--- src/rtl/incrementor_pkg.sv ---
// incrementor_pkg
// Shared constants for the incrementor and the memory address handler that
// drives it: the 3-bit operation codes and the default "stack empty"
// sentinel. Codes 5..7 are reserved and decode as hold.
package incrementor_pkg;

  localparam logic [2:0] OP_HOLD  = 3'd0;
  localparam logic [2:0] OP_INC   = 3'd1;
  localparam logic [2:0] OP_DEC   = 3'd2;
  localparam logic [2:0] OP_EMPTY = 3'd3;
  localparam logic [2:0] OP_LOAD  = 3'd4;

  localparam int DATA_WIDTH_DEFAULT = 32;

  // All ones at the widest supported value width; instances slice it down
  // to their own DATA_WIDTH (DATA_WIDTH must not exceed 64).
  localparam logic [63:0] EMPTY_VALUE_DEFAULT = '1;

endpackage

--- src/rtl/incrementor.sv ---
// incrementor
// Value-update unit for program-counter advance and stack-pointer push/pop.
// The selected operation is applied combinationally to current_value and the
// result is also captured into value_q when enable is high.
//
// Optional build macro: INCREMENTOR_WRAP_FLAGS_EN adds the registered wrap
// flags carry_q (captured increment wrapped) and borrow_q (captured decrement
// wrapped).
//
// Ports:
//   clock         in   rising-edge clock
//   reset         in   asynchronous active-low reset (clears value_q / flags)
//   enable        in   capture enable for the output register
//   control       in   [2:0] op code: 0 hold, 1 inc, 2 dec, 3 empty, 4 load
//   current_value in   [DATA_WIDTH-1:0] operand
//   limit         in   [DATA_WIDTH-1:0] load value, used only by op 4
//   next_value    out  [DATA_WIDTH-1:0] combinational result
//   value_q       out  [DATA_WIDTH-1:0] registered result
//   carry_q       out  registered increment wrap flag (macro builds only)
//   borrow_q      out  registered decrement wrap flag (macro builds only)
module incrementor
  import incrementor_pkg::*;
#(
  parameter int                    DATA_WIDTH  = DATA_WIDTH_DEFAULT,
  parameter logic [DATA_WIDTH-1:0] EMPTY_VALUE = EMPTY_VALUE_DEFAULT[DATA_WIDTH-1:0]
) (
  input  logic                  clock,
  input  logic                  reset,
  input  logic                  enable,
  input  logic [2:0]            control,
  input  logic [DATA_WIDTH-1:0] current_value,
  input  logic [DATA_WIDTH-1:0] limit,
  output logic [DATA_WIDTH-1:0] next_value,
`ifdef INCREMENTOR_WRAP_FLAGS_EN
  output logic                  carry_q,
  output logic                  borrow_q,
`endif
  output logic [DATA_WIDTH-1:0] value_q
);

  // Stage p0: combinational operation decode.
  // Increment and decrement wrap modulo 2^DATA_WIDTH; there is no saturation.
  always_comb begin
    next_value = current_value;
    case (control)
      OP_INC:   next_value = current_value + DATA_WIDTH'(1);
      OP_DEC:   next_value = current_value - DATA_WIDTH'(1);
      OP_EMPTY: next_value = EMPTY_VALUE;
      OP_LOAD:  next_value = limit;
      default:  next_value = current_value;
    endcase
  end

`ifdef INCREMENTOR_WRAP_FLAGS_EN
  logic carry_p0;
  logic borrow_p0;

  always_comb begin
    carry_p0  = (control == OP_INC) && (&current_value);
    borrow_p0 = (control == OP_DEC) && (current_value == '0);
  end
`endif

  // Stage p1: output register. Reset clears everything and wins over enable.
  always_ff @(posedge clock or negedge reset) begin
    if (!reset) begin
      value_q  <= '0;
`ifdef INCREMENTOR_WRAP_FLAGS_EN
      carry_q  <= 1'b0;
      borrow_q <= 1'b0;
`endif
    end else if (enable) begin
      value_q  <= next_value;
`ifdef INCREMENTOR_WRAP_FLAGS_EN
      carry_q  <= carry_p0;
      borrow_q <= borrow_p0;
`endif
    end
  end

endmodule

--- config.mk ---
export PLATFORM = sky130hd
export DESIGN_NAME = incrementor
export DESIGN_NICKNAME = d
export VERILOG_FILES = /design/src/rtl/incrementor_pkg.sv /design/src/rtl/incrementor.sv
export SDC_FILE = /design/constraint.sdc
export NUM_CORES = 1
export LEC_CHECK = 0
export ABC_CLOCK_PERIOD_IN_PS = 5300
export CAP_MARGIN = 20
export CORE_MARGIN = 2
export CORE_UTILIZATION = 49
export CTS_BUF_LIST = sky130_fd_sc_hd__clkbuf_2 sky130_fd_sc_hd__clkbuf_4 sky130_fd_sc_hd__clkbuf_8
export CTS_CLUSTER_DIAMETER = 120
export CTS_CLUSTER_SIZE = 24
export DETAILED_ROUTE_END_ITERATION = 8
export PLACE_DENSITY = 0.84
export SLEW_MARGIN = 25
export SYNTH_ARGS = -nofsm -noshare
export SYNTH_HDL_FRONTEND = slang
export SYNTH_SLANG_ARGS = --single-unit
--- constraint.sdc ---
create_clock -name clock -period 5.3 [get_ports clock]
set_input_delay 0.53 -clock clock [delete_from_list [all_inputs] [get_ports clock]]
set_output_delay 0.53 -clock clock [all_outputs]
set_load 0.03 [all_outputs]
==> results of run 1 <==
-- logic make-up after synthesis --
family / Yosys count
xor gates and xnor gates: 27
and+or+nand+nor: 137
AOI/OAI and AO/OA: 199
muxes: 47
buffers and inverters: 51
adders and majority gates: 31
DFF: 32
-- path summary, 6_finish.rpt --
| kind | from | to |
|---|---|---|
| setup reg to reg | value_q[20] | value_q[20] |
| setup / recovery | control[0] | next_value[21] |
| min in group asynchronous | reset | value_q[23] |
| hold / removal | value_q[9] | value_q[9] |
| max in group asynchronous | reset | value_q[2] |
| hold reg to reg | value_q[9] | value_q[9] |
-- power by group through the flow --
stage / Sequential [mW] / Combinational (mW) / Clock [mW]
6_report: 0.306 / 0.709 / 0.235
5_1_grt: 0.311 / 0.751 / 0.250
4_1_cts: 0.307 / 0.704 / 0.238
3_5_place_dp: 0.310 / 0.700 / 0
3_3_place_gp: 0.307 / 0.692 / 0
2_1_floorplan: 0.391 / 0.341 / 0
-- layer usage --
layer,up-vias,part of all wire [%],GRT usage [%]
met4,0,4.9,15.24
li1,2228,-,-
met1,2224,38,35.30
met5,-,0,0
met2,278,48,55.94
met3,62,8.5,6.656
-- metrics by stage --
stage,setup slack [ns],std cells
6_report,0.3368,746
4_1_cts,0.1731,744
3_5_place_dp,0.2338,736
5_1_grt,0.1764,746
3_3_place_gp,0.2711,736
2_1_floorplan,0.5530,524
-- cell usage after synthesis, drive strengths merged, types with 2 or more instances --
master | count | area, sq um
o22ai | 35 | 219.0
or2 | 3 | 18.77
xnor2 | 13 | 113.9
a221o | 3 | 30.03
nand3 | 11 | 55.05
nor4 | 3 | 33.78
a22o | 11 | 96.34
or3 | 2 | 12.51
o311ai | 2 | 25.03
buf | 9 | 46.29
nand2b | 2 | 12.51
a31oi | 11 | 68.82
inv | 13 | 48.80
o2111ai | 2 | 17.52
nand4 | 4 | 25.02
o41ai | 2 | 36.29
and3 | 6 | 42.54
a31o | 2 | 17.52
nor3b | 2 | 15.01
a221oi | 7 | 73.82
o211ai | 4 | 30.03
o21bai | 4 | 30.03
mux2i | 20 | 200.2
o31ai | 7 | 52.55
nor2b | 5 | 31.28
a211oi | 5 | 37.54
o21a | 4 | 30.03
nand2 | 47 | 176.4
dfrtp | 32 | 800.8
clkbuf | 29 | 108.9
o21ai | 21 | 105.1
xor2 | 14 | 122.6
a21o | 15 | 112.6
nor2 | 34 | 127.6
nor3 | 13 | 70.07
and2 | 3 | 18.77
a21oi | 55 | 279.0
ha | 30 | 375.4
mux2 | 27 | 307.8
a41oi | 2 | 17.52
-- what timing repair did --
item                       4_1_cts  5_1_grt
setup endpoints to repair        0        1
buffers inserted                 0        1
resized for setup                0        5
-- layout make-up --
class | count | area share [%]
clock inverter | 2 | 0.6250
multi-input combinational | 441 | 56.07
clock buffer | 6 | 1.362
inverter | 13 | 0.9375
sequential | 32 | 14.29
tap | 105 | 2.344
timing repair buffer | 146 | 24.24
timing repair inverter | 1 | 0.1339
==> results.cfg, run 1 <==
[power_and_ir_drop]
peakVddDrop_mv = 0.2731
power_frac_clock_pct = 18.8
seqPwrFrac_pct = 24.5
leakage_nw = 2.437
internal-power_mw = 0.7279
p_sw_mw = 0.5230
power_mw = 1.251
power.density_mw_per_mm2 = 223.2
p_sw_share_pct = 41.81
combPwrFrac_pct = 56.7

[routing]
drt-vias-per-instance = 6.424
drt_wl_total_um = 14920
drc = 0
drtIter0Drc = 287
num_vias = 4792
drtAntennaViolNets = 0
first_pass_iters = 5
wl_per_cell_um = 20.00

[global_routing]
overflow = 0
track_usage_pct = 31.36
grt_start_max_net_pins = 51
grt_pass1_vias = 4506
antenna_found_initial = 0
grt_pass1_wl_um = 22300

[critical_path]
max_stage_delay_ns = 0.47
worstPathArrival_ns = 4.43
setup.worst_path.class = input pin to output pin
reg2reg_depth = 1
crit_buf_inv = 5
slowest_stage = clkdlybuf4s50_1
worst-path-stages = 16
crit_path_end_kind = output pin
start_kind = input pin
path_delay_family = buffers and inverters
crit_chain = clkdlybuf4s50_1 -> nor2_1 -> nand2_1 -> clkinvlp_4 -> buf_4 -> buf_4 -> ha_1 -> a21oi_1 -> nor2_1 -> o2111ai_1 -> a21oi_2 -> nor2_1 -> o21ai_1 -> xnor2_1 -> a221oi_1 -> buf_4
r2r_slack_ns = 4.52
required_ns = 4.77
critical_path.max_fanout = 9

[yosys]
synth_top_flop_cell = dfrtp_1
synthSimpleGateAreaFrac_pct = 15.88
synthMuxAreaShare_pct = 12.26
yosysWarnings = 0
synth_compound_gate_area_share_pct = 32.37
synth_top_family_by_area = compound AO/OA/AOI/OAI gates
syn_inst = 524
synth.distinct_cells = 61
syn_avg_cell_area_sq_um = 7.908
yosysSeqAreaShare_pct = 19.32
synth_fa_ha_area_share_pct = 9.541
synth_edf_count = 0
synth_xor_area_share_pct = 5.707
synthArstFlopShare_pct = 100.0
syn_area_sq_mm = 0.004144
ys_ff_latch = 32
synthesis.nets = 625

[floorplan]
dieWidth_um = 95.96
dieArea_sq_mm = 0.009208
rows = 33
die_height_um = 95.96
core_area_sq_mm = 0.008217
start_util_pct = 50.43
io-pin-count = 134

[cells_and_area]
final_util_pct = 68.22
seq_area_sq_um = 800.8
largest_register_ffs = 32
top_register = value_q
final_common_cell = clkdlybuf4s50_1
mostFrequentLayoutCells = 104 x clkdlybuf4s50_1, 54 x a21oi_1, 47 x nand2_1, 40 x buf_4, 35 x o22ai_1
num_antenna_cells = 0
final_cell_area_sq_mm = 0.005605
drive_gt1_share_pct = 14.51
multi_input_area_sq_mm = 0.003143
synthToLayoutAreaGrowth_pct = 35.27
fin_nets = 741
largestRegisters = value_q x32
fillerInstances = 708

[sta]
period_minus_slack_ns = 4.963
hold_slack_ns = 0.5074
timing.final.crit_share_pct = 93.64
clock_skew_ns = 0
tightest_slew_ns = 0.6781
setup-tns-final_ns = 0
clock.fmax_mhz = 201.5
maxSlewViolCount = 0
timing_hold_violations_final = 0
grt_setup_unrepaired = no
maxSlewHeadroom_pct = 54.74
setup_violations = 0

[clock_network]
clock_latency_ns = 0.28
ctsHtreeMaxLevel = 2
cts_root_buf = clkbuf_8
clock_sink_count = 32
clk_pin_slew_ns = 0.07
clockBufferDepth = 2
cts_made_buffers = 5
cts_hold_buf = 0
cts_tree = built

[min_path]
min_path_cells = 1
hp-class = register to register

[outcome]
status = complete, no violations

[placement]
routabilityCongestion = 0.9520
port_buffers = 133
dp_hpwl_um = 11590
placed_area_sq_mm = 0.005469

[flow_run]
drv_cap = 0
(Power assumes the default switching activity.)
==> run 2, diff against run 1 <==
==> constraint.sdc (replaced) <==
create_clock -name clock -period 5.3 [get_ports clock]
set_input_delay 0.53 -clock clock [delete_from_list [all_inputs] [get_ports clock]]
set_output_delay 0.53 -clock clock [all_outputs]
set_load 0.1 [all_outputs]
==> results.cfg, run 2 (synthesis results as in run 1) <==
[outcome]
status = complete, no violations

[flow_run]
drv_cap = 0

[clock_network]
cts_tree = built
clk_pin_slew_ns = 0.06
clock_latency_ns = 0.27
cts_root_buf = clkbuf_8
clock_sink_count = 32
ctsHtreeMaxLevel = 2
cts_made_buffers = 5
clockBufferDepth = 2

[power_and_ir_drop]
seqPwrFrac_pct = 18.1
internal-power_mw = 0.7710
power_frac_clock_pct = 11.8
peakVddDrop_mv = 0.3052
combPwrFrac_pct = 70.1
power.density_mw_per_mm2 = 284.9
p_sw_share_pct = 54.70
p_sw_mw = 0.9309
leakage_nw = 2.568

[global_routing]
antenna_found_initial = 0
grt.met3_usage_pct = 5.795
grt_pass1_vias = 4546
grt_pass1_wl_um = 22370
track_usage_pct = 31.41
use_met2_pct = 56.82
grt.busiest_layer = met2
grt_start_max_net_pins = 51
grt_use_met1_pct = 35.78
overflow = 0

[floorplan]
die_height_um = 95.96
core_area_sq_mm = 0.008217
dieWidth_um = 95.96
io-pin-count = 134
start_util_pct = 50.43
rows = 33
dieArea_sq_mm = 0.009208

[cells_and_area]
fin_nets = 736
num_antenna_cells = 0
final_cell_area_sq_mm = 0.005973
largest_register_ffs = 32
mostFrequentLayoutCells = 100 x clkdlybuf4s50_1, 48 x a21oi_1, 47 x nand2_1, 35 x o22ai_1, 34 x nor2_1
largestRegisters = value_q x32
synthToLayoutAreaGrowth_pct = 44.14
final_common_cell = clkdlybuf4s50_1
final_util_pct = 72.70
final_cells = 740
drive_gt1_share_pct = 16.38
top_register = value_q

[sta]
clock.fmax_mhz = 202.2
clock_skew_ns = 0
timing_hold_violations_final = 0
maxSlewViolCount = 0
timing.final.crit_share_pct = 93.33
maxSlewHeadroom_pct = 31.83
setup_violations = 0
setup-tns-final_ns = 0
grt_setup_unrepaired = no
tightest_slew_ns = 1.019
period_minus_slack_ns = 4.946

[critical_path]
worstPathArrival_ns = 4.42
rr_startpoint = value_q[25]
critical_path.max_fanout = 12
crit_path_end_kind = output pin
setup.worst_path.class = input pin to output pin
worstSetupEndpoint = next_value[30]
r2r_slack_ns = 4.49
cp-startpoint = control[0]
reg2reg_depth = 1
start_kind = input pin
r2r-end = value_q[25]
required_ns = 4.77

[routing]
drc = 0
wl_per_cell_um = 20.18
drtIter0Drc = 336
first_pass_iters = 5
num_vias = 4709
drt_wl_total_um = 14940
drtAntennaViolNets = 0
drt-vias-per-instance = 6.364

[placement]
post-place-cells = 731
routabilityCongestion = 0.9286
port_buffers = 133
placed_area_sq_mm = 0.005858
dp_hpwl_um = 11590

[min_path]
hp-class = register to register
-- run 2: cell types whose count changed in the layout (fill, tap and decap cells not counted), sizes merged --
cell | before | now
clkdlybuf4s50 | 104 | 100
buf | 41 | 42
bufinv | 1 | 0
clkbuf | 6 | 7
clkinv | 1 | 0
clkinvlp | 2 | 1
dlymetal6s2s | 1 | 0
-- run 2: cell type report --
| cell class | instances | area, sq um |
|---|---|---|
| repair buffers | 142 | 1689 |
| fillers | 595 | 2243 |
| well taps | 105 | 131.4 |
| clock buffers | 7 | 96.34 |
| inverters | 13 | 52.55 |
| flip-flops and latches | 32 | 800.8 |
| multi-input cells | 441 | 3203 |
-- run 2: worst min path at each step --
stage | start | slack (ns) | cells past startpoint | to
after floorplan | reset | 0.23 | 0 | value_q[0]
after global placement | value_q[15] | 0.49 | 1 | value_q[15]
after detailed placement | value_q[2] | 0.49 | 1 | value_q[2]
after CTS | value_q[17] | 0.51 | 1 | value_q[17]
after global routing | value_q[22] | 0.52 | 1 | value_q[22]
final | value_q[17] | 0.51 | 1 | value_q[17]
-- run 2: power groups by stage --
stage | combinational [mW] | sequential, mW | clock, mW
global placement | 1.17 | 0.308 | 0
floorplan | 0.517 | 0.608 | 0
global route | 1.23 | 0.312 | 0.217
finish | 1.19 | 0.308 | 0.200
detailed placement | 1.18 | 0.312 | 0
CTS | 1.19 | 0.308 | 0.204
-- run 2: stage by stage --
step	setup WS [ns]	hold WS, ns	total power, mW
floorplan	-0.1805	0.2344	1.125
global placement	0.4125	0.4889	1.481
detailed placement	0.3089	0.4948	1.495
CTS	0.2943	0.5116	1.699
global route	0.1155	0.5232	1.763
finish	0.3535	0.5071	1.702
-- run 2: per-layer routing --
| metal | up-vias | wire [um] |
|---|---|---|
| met5 | - | 0 |
| met4 | 0 | 639 |
| met3 | 41 | 1083 |
| met2 | 234 | 7347 |
| met1 | 2214 | 5865 |
| li1 | 2220 | - |
-- run 2: timing repair --
item	4_1_cts	5_1_grt
gates resized for setup	0	1
endpoints found under the setup margin	0	4
setup buffers	0	2
hold buffers	0	0
-- run 2: critical path, cell delays in order --
cell and delay [ns]:
clkdlybuf4s50_1 0.48, nor2_1 0.07, nand2_1 0.31, clkinvlp_4 0.16, buf_4 0.20, ha_1 0.43
a21o_1 0.18, a21oi_1 0.09, o21a_1 0.27, a2111oi_0 0.48, nor2_1 0.19, o31ai_1 0.34
a31oi_1 0.15, mux2i_1 0.21, nand2_1 0.12, buf_12 0.18
==> run 3, diff against run 2 <==
- CORE_UTILIZATION: 49 -> 65
- DONT_BUFFER_PORTS: unset -> 1
- PLACE_DENSITY: 0.84 -> 0.81
- REMOVE_ABC_BUFFERS: unset -> 1
==> results.cfg, run 3 (synthesis results as in run 1) <==
[outcome]
status = complete, no violations

[floorplan]
rows = 29
dieArea_sq_mm = 0.007030
start_util_pct = 66.40
dieWidth_um = 83.85
die_height_um = 83.85
core_area_sq_mm = 0.006241
io-pin-count = 134

[cells_and_area]
mostFrequentLayoutCells = 47 x nand2_1, 39 x a21oi_1, 35 x o22ai_1, 33 x buf_4
top_register = value_q
largest_register_ffs = 32
final_common_cell = nand2_1
seq_area_sq_um = 800.8
num_antenna_cells = 0
multi_input_area_sq_mm = 0.003359
synthToLayoutAreaGrowth_pct = 13.41
drive_gt1_share_pct = 20.64
final_cell_area_sq_mm = 0.004700
final_util_pct = 75.30
largestRegisters = value_q x32
fin_nets = 628
fillerInstances = 461

[global_routing]
grt_start_max_net_pins = 52
grt_pass1_wl_um = 20710
grt_pass1_vias = 4276
overflow = 0
track_usage_pct = 35.87
antenna_found_initial = 0

[routing]
drt-vias-per-instance = 7.069
first_pass_iters = 5
wl_per_cell_um = 21.17
drt_wl_total_um = 12810
drc = 0
drtAntennaViolNets = 0
drtIter0Drc = 280
num_vias = 4277

[critical_path]
critical_path.max_fanout = 51
setup.worst_path.class = input pin to output pin
start_kind = input pin
crit_path_end_kind = output pin
required_ns = 4.77
worstPathArrival_ns = 4.10

[placement]
placed_area_sq_mm = 0.004553
routabilityCongestion = 0.9010
port_buffers = 0
dp_hpwl_um = 9077

[power_and_ir_drop]
power_mw = 1.520
leakage_nw = 2.045
seqPwrFrac_pct = 40.2
power.density_mw_per_mm2 = 323.5
power_frac_clock_pct = 18.0
p_sw_mw = 0.8772
p_sw_share_pct = 57.71
internal-power_mw = 0.6429
combPwrFrac_pct = 41.8
peakVddDrop_mv = 0.3133

[clock_network]
clockBufferDepth = 2
clock_latency_ns = 0.30
clk_pin_slew_ns = 0.08
clock_sink_count = 32
ctsHtreeMaxLevel = 2
cts_made_buffers = 5
cts_root_buf = clkbuf_8
cts_tree = built
postCtsSetupBuffers = 0

[sta]
grt_setup_unrepaired = no
maxSlewViolCount = 0
setup_violations = 0
maxSlewHeadroom_pct = 27.68
setup-tns-final_ns = 0
timing.final.crit_share_pct = 87.37
clock_skew_ns = 0
clock.fmax_mhz = 215.9
tightest_slew_ns = 1.085
period_minus_slack_ns = 4.631
timing_hold_violations_final = 0

[flow_run]
drv_cap = 0

[min_path]
hp-class = input pin to async pin
## run 3: cell count changes in the layout (fill, tap and decap cells not counted), sizes merged
cell / delta
bufinv: +1
clkinvlp: -1
inv: +1
clkdlybuf4s50: -100
buf: -8
## run 3: worst paths after layout
check                                       to  cells past startpoint   startpoint  slack, ns
min in group clock                 value_q[29]                      1       enable       0.33
worst max-delay path            next_value[27]                     15   control[2]       0.67
worst max register to register      value_q[0]                      1   value_q[0]       3.96
max in group asynchronous          value_q[15]                      1        reset       5.04
worst min-delay path               value_q[14]                      1        reset       0.05
worst min register to register     value_q[30]                      2  value_q[30]       1.03
## run 3: area by class of cell
cell class                 instances  share of cell area (%)
inverter                          13                   1.038
tap                               77                   2.050
clock inverter                     1                  0.6390
clock buffer                       7                   2.050
multi-input combinational        441                   71.49
sequential                        32                   17.04
timing repair buffer              34                   5.698
## run 3: critical path, stage by stage
cell and delay [ns]:
nor2_1 0.17, nand2_1 0.27, inv_1 0.38, buf_4 0.35, ha_1 0.32, and3_1 0.22, nand4_1 0.13, o21bai_1 0.19
a21oi_2 0.14, nor2_1 0.12, o31ai_1 0.36, xor2_1 0.22, nor2_1 0.11, a211oi_4 0.23, buf_4 0.32
## run 3: metal layers
metal | vias up | part of all wire, % | track usage [%] | routed length [um]
met3 | 37 | 6.8 | 6.231 | 874
met2 | 223 | 50 | 65.24 | 6433
met4 | 0 | 2.8 | 10.85 | 359
met1 | 2009 | 40 | 42.89 | 5143
met5 | - | 0 | 0 | 0
li1 | 2008 | - | - | -
## run 3: power groups by stage
stage,combinational [mW],clock (mW),sequential (mW)
6_report,0.636,0.273,0.611
5_1_grt,0.670,0.281,0.614
4_1_cts,0.631,0.277,0.611
3_5_place_dp,0.621,0,0.616
3_3_place_gp,0.611,0,0.615
2_1_floorplan,0.487,0,0.608
## run 3: what timing repair did
item | 4_1_cts | 5_1_grt
hold buffers | 1 | 0
hold endpoints to repair | 32 | 0
resized for setup | 0 | 0
endpoints found under the setup margin | 0 | 0
## run 3: per-stage QoR
step | setup WS (ns) | std cells | hold WS, ns
6_report | 0.6692 | 605 | 0.05046
5_1_grt | 0.3852 | 605 | 0.06422
4_1_cts | 0.7212 | 605 | 0.06491
3_5_place_dp | 0.7540 | 596 | 0.2352
3_3_place_gp | 0.8536 | 596 | 0.2351
2_1_floorplan | -0.7311 | 486 | 0.2344
